==> src/rtl/obstacle_bank.sv <==
// obstacle_bank: bank of NUM_OBS independently moving obstacles with a config port and player overlap detection
// Ports:
//   frame_clk, Reset_n                      one edge per video frame; asynchronous active-low reset
//   freeze                                  holds all motion; config writes still land
//   cfg_valid/cfg_ready, cfg_idx..cfg_dy    per-obstacle load (one write per two edges)
//   player_x/_y/_size                       player box for overlap tests
//   obs_x/obs_y/obs_active, OBS_size        flattened centres (obstacle i at [10i+9:10i]), active flags, half-width
//   hit_vec/hit_pulse/hit_idx               overlap set, new-overlap pulse, lowest new index
// Optional feature: define OBSTACLE_COLLIDE_EN to build the collision comparators; otherwise hit outputs are 0.
module obstacle_bank #(
  parameter int NUM_OBS      = 4,
  parameter int SIZE         = 16,
  parameter int X_MIN        = 0,
  parameter int X_MAX        = 639,
  parameter int Y_MIN        = 0,
  parameter int Y_MAX        = 479,
  parameter int STEP_W       = 4,
  parameter int DEFAULT_STEP = 1
) (
  input  logic                    frame_clk,
  input  logic                    Reset_n,
  input  logic                    freeze,
  input  logic                    cfg_valid,
  output logic                    cfg_ready,
  input  logic [3:0]              cfg_idx,
  input  logic                    cfg_en,
  input  logic [1:0]              cfg_mode,
  input  logic [9:0]              cfg_x,
  input  logic [9:0]              cfg_y,
  input  logic [STEP_W-1:0]       cfg_dx,
  input  logic [STEP_W-1:0]       cfg_dy,
  input  logic [9:0]              player_x,
  input  logic [9:0]              player_y,
  input  logic [9:0]              player_size,
  output logic [10*NUM_OBS-1:0]   obs_x,
  output logic [10*NUM_OBS-1:0]   obs_y,
  output logic [NUM_OBS-1:0]      obs_active,
  output logic [9:0]              OBS_size,
  output logic [NUM_OBS-1:0]      hit_vec,
  output logic                    hit_pulse,
  output logic [3:0]              hit_idx
);
  typedef enum logic [1:0] {STOP, BOUNCE, WRAP, PATROL_X} mode_e;
  localparam logic signed [11:0] SZ = 12'(SIZE);
  localparam logic signed [11:0] XL = 12'(X_MIN);
  localparam logic signed [11:0] XH = 12'(X_MAX);
  localparam logic signed [11:0] YL = 12'(Y_MIN);
  localparam logic signed [11:0] YH = 12'(Y_MAX);
  localparam logic [STEP_W-1:0] STEP_MIN = {1'b1, {(STEP_W-1){1'b0}}};
  // One axis of motion in 12-bit signed so edge overshoot never wraps; returns {pos, step}
  function automatic logic [STEP_W+9:0] move(input logic [9:0] p, input logic [STEP_W-1:0] d,
                                             input logic wrap, input logic signed [11:0] lo,
                                             input logic signed [11:0] hi);
    logic signed [11:0] n, r;
    logic [STEP_W-1:0] s;
    n = $signed({2'b00, p}) + $signed({{(12-STEP_W){d[STEP_W-1]}}, d});
    s = d;
    if (wrap) r = n > hi ? n - (hi - lo + 12'sd1) : n < lo ? n + (hi - lo + 12'sd1) : n;
    else if (n - SZ < lo) begin
      r = lo + SZ;
      s = -d;
    end else if (n + SZ > hi) begin
      r = hi - SZ;
      s = -d;
    end else r = n;
    return {10'(r), s};
  endfunction
  function automatic logic [9:0] clamp(input logic [9:0] v, input logic signed [11:0] lo,
                                       input logic signed [11:0] hi);
    logic signed [11:0] w;
    w = $signed({2'b00, v});
    return w < lo ? 10'(lo) : w > hi ? 10'(hi) : v;
  endfunction
  // The most negative step has no positive twin, so it is pulled in by one to keep negation exact
  function automatic logic [STEP_W-1:0] sat(input logic [STEP_W-1:0] d);
    return d == STEP_MIN ? STEP_MIN + 1'b1 : d;
  endfunction
  logic cfg_ready_q, acc;
  assign acc       = cfg_valid & cfg_ready_q;
  assign cfg_ready = cfg_ready_q;
  assign OBS_size  = 10'(SIZE);
  always_ff @(posedge frame_clk or negedge Reset_n)
    if (!Reset_n) cfg_ready_q <= 1'b1;
    else cfg_ready_q <= ~acc;
`ifdef OBSTACLE_COLLIDE_EN
  logic [NUM_OBS-1:0] ovl, new_hit, hit_vec_q;
  logic               hit_pulse_q;
  logic [3:0]         hit_idx_q, hit_idx_d;
  logic [10:0]        reach;
  function automatic logic [10:0] adiff(input logic [9:0] a, input logic [9:0] b);
    return a >= b ? {1'b0, a - b} : {1'b0, b - a};
  endfunction
  assign reach = 11'(SIZE) + {1'b0, player_size};
`endif
  for (genvar i = 0; i < NUM_OBS; i++) begin : g_obs
    logic [9:0]        x_q, x_d, y_q, y_d;
    logic [STEP_W-1:0] dx_q, dx_d, dy_q, dy_d;
    mode_e             mode_q, mode_d;
    logic              act_q, act_d, wr;
    logic [STEP_W+9:0] nx, ny;
    assign wr = acc & (cfg_idx == 4'(i));
    assign nx = move(x_q, dx_q, mode_q == WRAP, XL, XH);
    assign ny = move(y_q, dy_q, mode_q == WRAP, YL, YH);
    always_comb begin
      x_d    = x_q;
      y_d    = y_q;
      dx_d   = dx_q;
      dy_d   = dy_q;
      mode_d = mode_q;
      act_d  = act_q;
      if (wr) begin
        x_d    = clamp(cfg_x, XL + SZ, XH - SZ);
        y_d    = clamp(cfg_y, YL + SZ, YH - SZ);
        dx_d   = sat(cfg_dx);
        dy_d   = sat(cfg_dy);
        mode_d = mode_e'(cfg_mode);
        act_d  = cfg_en;
      end else if (act_q && !freeze && mode_q != STOP) begin
        {x_d, dx_d} = nx;
        if (mode_q != PATROL_X) {y_d, dy_d} = ny;
      end
    end
    always_ff @(posedge frame_clk or negedge Reset_n)
      if (!Reset_n) begin
        x_q    <= 10'(X_MIN + SIZE);
        y_q    <= 10'(Y_MIN + SIZE);
        dx_q   <= STEP_W'(DEFAULT_STEP);
        dy_q   <= '0;
        mode_q <= BOUNCE;
        act_q  <= 1'b0;
      end else begin
        x_q    <= x_d;
        y_q    <= y_d;
        dx_q   <= dx_d;
        dy_q   <= dy_d;
        mode_q <= mode_d;
        act_q  <= act_d;
      end
    assign obs_x[10*i +: 10] = x_q;
    assign obs_y[10*i +: 10] = y_q;
    assign obs_active[i]     = act_q;
`ifdef OBSTACLE_COLLIDE_EN
    assign ovl[i] = act_q && adiff(x_q, player_x) < reach && adiff(y_q, player_y) < reach;
`endif
  end
`ifdef OBSTACLE_COLLIDE_EN
  assign new_hit = ovl & ~hit_vec_q;
  always_comb begin
    hit_idx_d = '0;
    for (int k = NUM_OBS - 1; k >= 0; k--) hit_idx_d = new_hit[k] ? 4'(k) : hit_idx_d;
  end
  always_ff @(posedge frame_clk or negedge Reset_n)
    if (!Reset_n) begin
      hit_vec_q   <= '0;
      hit_pulse_q <= 1'b0;
      hit_idx_q   <= '0;
    end else begin
      hit_vec_q   <= ovl;
      hit_pulse_q <= |new_hit;
      hit_idx_q   <= hit_idx_d;
    end
  assign hit_vec   = hit_vec_q;
  assign hit_pulse = hit_pulse_q;
  assign hit_idx   = hit_idx_q;
`else
  logic unused_player;
  assign unused_player = ^{player_x, player_y, player_size};
  assign hit_vec       = '0;
  assign hit_pulse     = 1'b0;
  assign hit_idx       = '0;
`endif
endmodule
==> config.mk <==
export PLATFORM = sky130hd
export DESIGN_NAME = obstacle_bank
export DESIGN_NICKNAME = d
export VERILOG_FILES = /design/src/rtl/obstacle_bank.sv
export SDC_FILE = /design/constraint.sdc
export NUM_CORES = 1
export LEC_CHECK = 0
export BUFFER_PORTS_ARGS = -buffer_cell sky130_fd_sc_hd__buf_2
export CORE_MARGIN = 5
export CORE_UTILIZATION = 30
export CTS_BUF_LIST = sky130_fd_sc_hd__clkbuf_8
export DETAILED_ROUTE_END_ITERATION = 7
export PLACE_DENSITY = 0.53
export SETUP_SLACK_MARGIN = 0.5
export SLEW_MARGIN = 20
export SYNTH_ARGS = -nofsm -noshare
export SYNTH_HDL_FRONTEND = slang
export SYNTH_SLANG_ARGS = --single-unit
==> constraint.sdc <==
create_clock -name frame_clk -period 5 [get_ports frame_clk]
set_clock_uncertainty 0.05 [all_clocks]
set_input_delay 0.25 -clock frame_clk [delete_from_list [all_inputs] [get_ports frame_clk]]
set_output_delay 0.25 -clock frame_clk [all_outputs]
set_load 0.005 [all_outputs]
* Yosys cells after proc, flatten, opt, wreduce, memory -nomap -nowiden
Index checks and enable logic that the tools add are counted.
** Operators by class
- Add/sub/neg operators :: 48
- $mul :: 0
- Div/mod/pow operators :: 0
- $lt $le $gt $ge :: 36
- Eq/ne operators :: 17
- Shift-type cells :: 0
- Muxes and demuxes :: 110
- Bitwise gates (word level) :: 6
- Reduce and logical (&&, ||, !) cells :: 42
** Operators with widths (number)
- $mux 10 :: 64
- $lt 12x1->1 const B :: 16
- $mux 4 :: 46
- $add 11x4->12 :: 8
- $add 12x6->12 const B :: 8
- $gt 12x10->1 const B :: 8
- $gt 12x11->1 const B :: 8
- $sub 12x6->12 const B :: 8
- $add 10x10->10 const B :: 8
- $sub 10x10->10 const B :: 8
- $neg 4->4 :: 8
- $reduce_bool 2->1 :: 12
- $reduce_bool 3->1 :: 8
- $lt 10x5->1 const B :: 2
- $ne 2x2->1 const B :: 8
- $reduce_and 4->1 :: 4
- $reduce_and 3->1 :: 4
- $gt 10x10->1 const B :: 1
- $gt 10x9->1 const B :: 1
- $eq 2x2->1 const B :: 4
- $eq 4x2->1 const B :: 2
- $eq 4x4->1 const B :: 2
- $logic_and 1x1->1 :: 8
- $reduce_and 2->1 :: 4
- other kinds (5) :: 9
** Word-level totals
- Register bits after elaboration :: 125
- Latch bits :: 0
- RAM bits :: 0
- Memory bits (read-only) :: 0
- Input bits :: 69
- Output and inout port bits :: 104
- Word-level logic and storage cells :: 284
- Memories kept :: 0

* Logic depth before layout (Yosys ltp)
- Depth in word-level cells :: 9
- Depth in mapped cells :: 17
- Gate-level depth less buffers :: 17

* Worst setup path after synthesis
No wires, ideal clock.
- Kind :: register to register
- Start point :: register g_obs[3].y_q[0]
- End point :: register g_obs[3].y_q[2]
- Setup time :: 0.126 ns
- Arrival :: 3.724 ns
- Data required time :: 4.824 ns
- Path slack :: 1.100 ns
- Cell stages (with the launch flop) :: 18
- Buffers on the path :: 0
- Period minus slack after synthesis :: 3.900 ns
- Cell sequence :: dfrtp_1 > ha_1 > inv_1 > fa_1 > nor2b_1 > o31a_1 > or2_2 > o311ai_4 > ha_1 > inv_1 > a211o_1 > o31ai_1 > a221oi_1 > a221o_1 > o211ai_4 > nand2b_1 > a21oi_1 > a221o_1
** Between the ends
- Word-level cells in the longest chain between the ends :: 9
- Elaborated cells between the ends (all ways) :: 17
- Those cells by class :: add/sub (5); order compare (4); mux (8)
** Ends and longest elaborated chain
- from (decl) :: RTL line 96 : logic [9:0] x_q, x_d, y_q, y_d;
- from (signal assigned) :: RTL line 126 : y_q <= 10'(Y_MIN + SIZE);
- from (signal assigned) :: RTL line 133 : y_q <= y_d;
- $add 11x4->12 * :: RTL line 56 : n = $signed({2'b00, p}) + $signed({{(12-STEP_W){d[STEP_W-1]}}, d});
- $add 12x6->12 :: RTL line 62 : end else if (n + SZ > hi) begin
- $gt 12x10->1 :: RTL line 62
- $mux 10 :: RTL line 62
- $mux 10 :: RTL line 59 : else if (n - SZ < lo) begin
- $mux 10 * :: RTL line 58 : if (wrap) r = n > hi ? n - (hi - lo + 12'sd1) : n < lo ? n + (hi - lo + 12'sd1) : n;
- $mux 10 * :: RTL line 120 : if (mode_q != PATROL_X) {y_d, dy_d} = ny;
- $mux 10 * :: RTL line 118 : end else if (act_q && !freeze && mode_q != STOP) begin
- $mux 10 * :: RTL line 111 : if (wr) begin
Mark *: on every way between the ends. The rest lies on a longest branch, timed or not. The select of a mux whose other input is x is not followed.
A chain may end at the register's enable or synchronous reset.

* Worst setup path after layout
- Start point :: register g_obs[1].dx_q[0]
- End point :: register g_obs[1].x_q[7]
** Between the ends
- Word-level cells in the longest chain between the ends :: 8
- Elaborated cells between the ends (all ways) :: 16
- Those cells by class :: add/sub (5); order compare (4); mux (7)
** Ends and longest elaborated chain
- from (decl) :: RTL line 97 : logic [STEP_W-1:0] dx_q, dx_d, dy_q, dy_d;
- from (signal assigned) :: RTL line 127 : dx_q <= STEP_W'(DEFAULT_STEP);
- $add 11x4->12 * :: RTL line 56
- $add 12x6->12 :: RTL line 62
- $gt 12x11->1 :: RTL line 62
- $mux 10 :: RTL line 62
- $mux 10 :: RTL line 59
- $mux 10 * :: RTL line 58
- $mux 10 * :: RTL line 118
- $mux 10 * :: RTL line 111
- to (signal assigned) :: RTL line 125 : x_q <= 10'(X_MIN + SIZE);
- to (decl) :: RTL line 96
Marks and branches as above.

==> summary.md <==
| Metric | Value |
|---|---|
| Synth area leaders | `dfrtp_1 (19%), ha_1 (11%), o21ai_0 (4.2%)` |
| Fill count | `4918` |
| Fin util | `33.97%` |
| Total gr overflow | `0` |
| CP Launch Type | `register` |
| Cts bufs inserted | `17` |
| Layout cell share with drive strength beyond 1 | `14.38%` |
| Tmin final | `4289 ps` |
| Worst path max stage delay | `570 ps` |
| Most common cell after layout, fill and taps aside | `nand2_1` |
| Htree depth | `4` |
| Top cell type's share of synthesized area | `19.19%` |
| Row cnt | `79` |
| Area grow syn2layout | `12.06%` |
| Total GRT Usage | `17.99%` |
| Mux cell area share after synthesis | `1.786%` |
| Adder-Cell Fraction of Synth Area | `12.33%` |
| Rel. slew slack | `22.23%` |
| Drt total wl | `47.44 mm` |
| Highest clock rate | `233.2 MHz` |
| DR pass1 iterations | `5` |
| Worst-Margin Slew | `1154 ps` |
| Slowest CP cell | `dfstp_2` |
| Largest net degree at the start of global routing | `82` |
| Arrival @ worst endpoint | `4550 ps` |
| Clock sinks | `125` |
| Xor-xnor portion of the synthesized cell area | `5.562%` |
| Mapped cell area | `0.01408 sq mm` |
| Wirelength per Cell | `19.08 um` |
| Crit path capture type | `register` |
| CTS tree | `done` |
| Top_reg_cell synth | `dfrtp_1` |
| Maximum buffer depth of the clock tree | `2` |
| Synthesized area per cell | `7.979 sq um` |
| IO Count | `173` |
| Vias per inst | `5.639` |
| Setup violators final | `0` |
| Core Region | `0.04646 sq mm` |
| Largest family of logic cells by synthesized area | `compound AO/OA/AOI/OAI gates` |
| Clk slew on worst S/H paths | `100 ps` |
| Antenna violations before repair | `0` |
| Synth area leader | `dfrtp_1` |
| R2r setup slk | `710 ps` |
| MaxCap Viol Count | `0` |
| Kind of critical path | `register to register` |
| Reg area | `0.003153 sq mm` |
| Synth Area in Compound Gates | `30.81%` |
| 1st-iter DRT viols | `1025` |
| Final slew viol count | `0` |
| First-pass GRT wire length | `74.26 mm` |
| Final Hold Fails | `0` |
| Most frequent cells in the layout | `nand2_1 (156), nor2_1 (129), ha_1 (126), buf_2 (122)` |
| Part of the cycle the worst path needs | `85.78%` |
| Via count | `14020` |
| Synth Area in Simple Gates | `21.29%` |
| Worst EP required | `5260 ps` |
| Post-DRT Antenna Nets | `0` |
| DIE HEIGHT | `226.7 um` |
| Async set-reset flop share out of synthesis | `100.0%` |
| Post-synth EDFFs | `0` |
| Post-DP HPWL | `36.41 mm` |
| # port buffers | `123` |
| Vias in the first global route | `13260` |
| Placer Congestion | `0.8938` |
| Status | `complete, no violations` |
| Area of the multi-input gates | `0.01022 sq mm` |
| Residual DRC | `0` |
| Die footprint | `0.05137 sq mm` |
| Critical path's top delay family | `compound AO/OA/AOI/OAI gates` |
| Seq/Total Area, Yosys | `22.36%` |
| Synth Instances | `1765` |
| Initial Util | `30.31%` |
| Worst Path Buf+Inv | `1` |
| CP Max Fanout | `9` |
| Number of synthesized register bits | `125` |
| Synth unique cells | `111` |
| Setup TNS | `0 ps` |
| HP Class | `input pin to register` |
| Net count, final | `2068` |
| Die width | `226.7 um` |
| Root buf cell | `clkbuf_8` |
| RSZ-0062 raised after global routing | `false` |
| Worst skew pair latency | `460 ps` |
| CP Cell Sequence | `ha_1 > inv_1 > fa_1 > nand2b_1 > a21oi_1 > o22a_1 > xor2_2 > ha_1 > a21oi_1 > a2111oi_0 > o211ai_1 > and2_1 > a311oi_1 > o31ai_1` |
| Synth warn | `0` |
## sequential cells by signal, indices dropped and copies added (netlist names)
name,count
g_obs.dx_q,16
g_obs.act_q,4
g_obs.x_q,40
g_obs.y_q,40
g_obs.dy_q,16
g_obs.mode_q,8
cfg_ready,1
## Yosys cell counts (all sizes together) (16+ instances only)
cell type,count
a211o,16
a211oi,35
a21o,26
a21oi,118
a31oi,29
and2,21
buf,34
clkbuf,51
dfrtp,108
dfstp,17
ha,126
inv,106
mux2i,18
nand2,156
nand2b,26
nand3,56
nor2,131
nor2b,30
nor3,46
nor4,20
o211ai,36
o21a,26
o21ai,136
o221ai,17
or3,21
xnor2,45
xor2,41
## path summary, 6_finish.rpt
kind / startpoint / endpoint / cells past startpoint
min: cfg_mode[0] / g_obs[3].mode_q[0] / 3
min reg2reg: cfg_ready / cfg_ready / 1
max: g_obs[1].dx_q[0] / g_obs[1].x_q[7] / 14
max in group asynchronous: Reset_n / g_obs[1].dy_q[3] / 3
max reg2reg: g_obs[1].dx_q[0] / g_obs[1].x_q[7] / 14
min in group asynchronous: Reset_n / g_obs[1].y_q[9] / 2
## worst min-delay path: cells and delay by family
| kind | cells | cell delay (ps) |
|---|---|---|
| buf+inv | 1 | 180 |
| simple gates | 2 | 130 |
## stage by stage
step / hold slack (ps) / cells / setup slack, ps / cell area (sq um)
floorplan: -95.59 / 1782 / 1100 / 14150
global placement: 302.3 / 2448 / 643.7 / 15270
detailed placement: 303.6 / 2448 / 647.1 / 15270
CTS: 17.89 / 2482 / 612.7 / 15720
global route: 7.436 / 2485 / 484.2 / 15780
finish: 45.26 / 2486 / 711.1 / 15780
## final cells by class
class	instances	share of cell area, %
Tap cell	607	4.813
Inverter	106	2.521
Antenna cell	1	0.01586
Timing Repair Buffer	149	5.209
Sequential cell	125	19.98
Multi-Input combinational cell	1466	64.75
Clock inverter	14	1.142
Clock buffer	18	1.570
## metal layers
metal  wire length (um)  track usage [%]  vias up  part of all wire, %
li1                   -                -     6782                    -
met1              22270            25.45     6771                   47
met2              21110            28.23      409                   44
met3               2770            3.392       57                  5.8
met4               1291            4.813        0                  2.7
met5                  0                0        -                    0
## what timing repair did
action	in CTS	in global routing
hold endpoints to repair	71	0
setup buffers	0	3
hold buffers	2	0
resized for setup	0	8
endpoints found under the setup margin	0	25
## logic make-up after synthesis
| group | count (synthesis) |
|---|---|
| other cells | 2 |
| flops | 125 |
| buf+inv | 191 |
| compound gates | 612 |
| fa+ha+maj | 134 |
| mux | 24 |
| xor+xnor | 86 |
| simple gates | 591 |
Power is left out: the tool's default activity adds up to more than one toggle a clock period on the data nets, which glitch-free logic cannot reach.
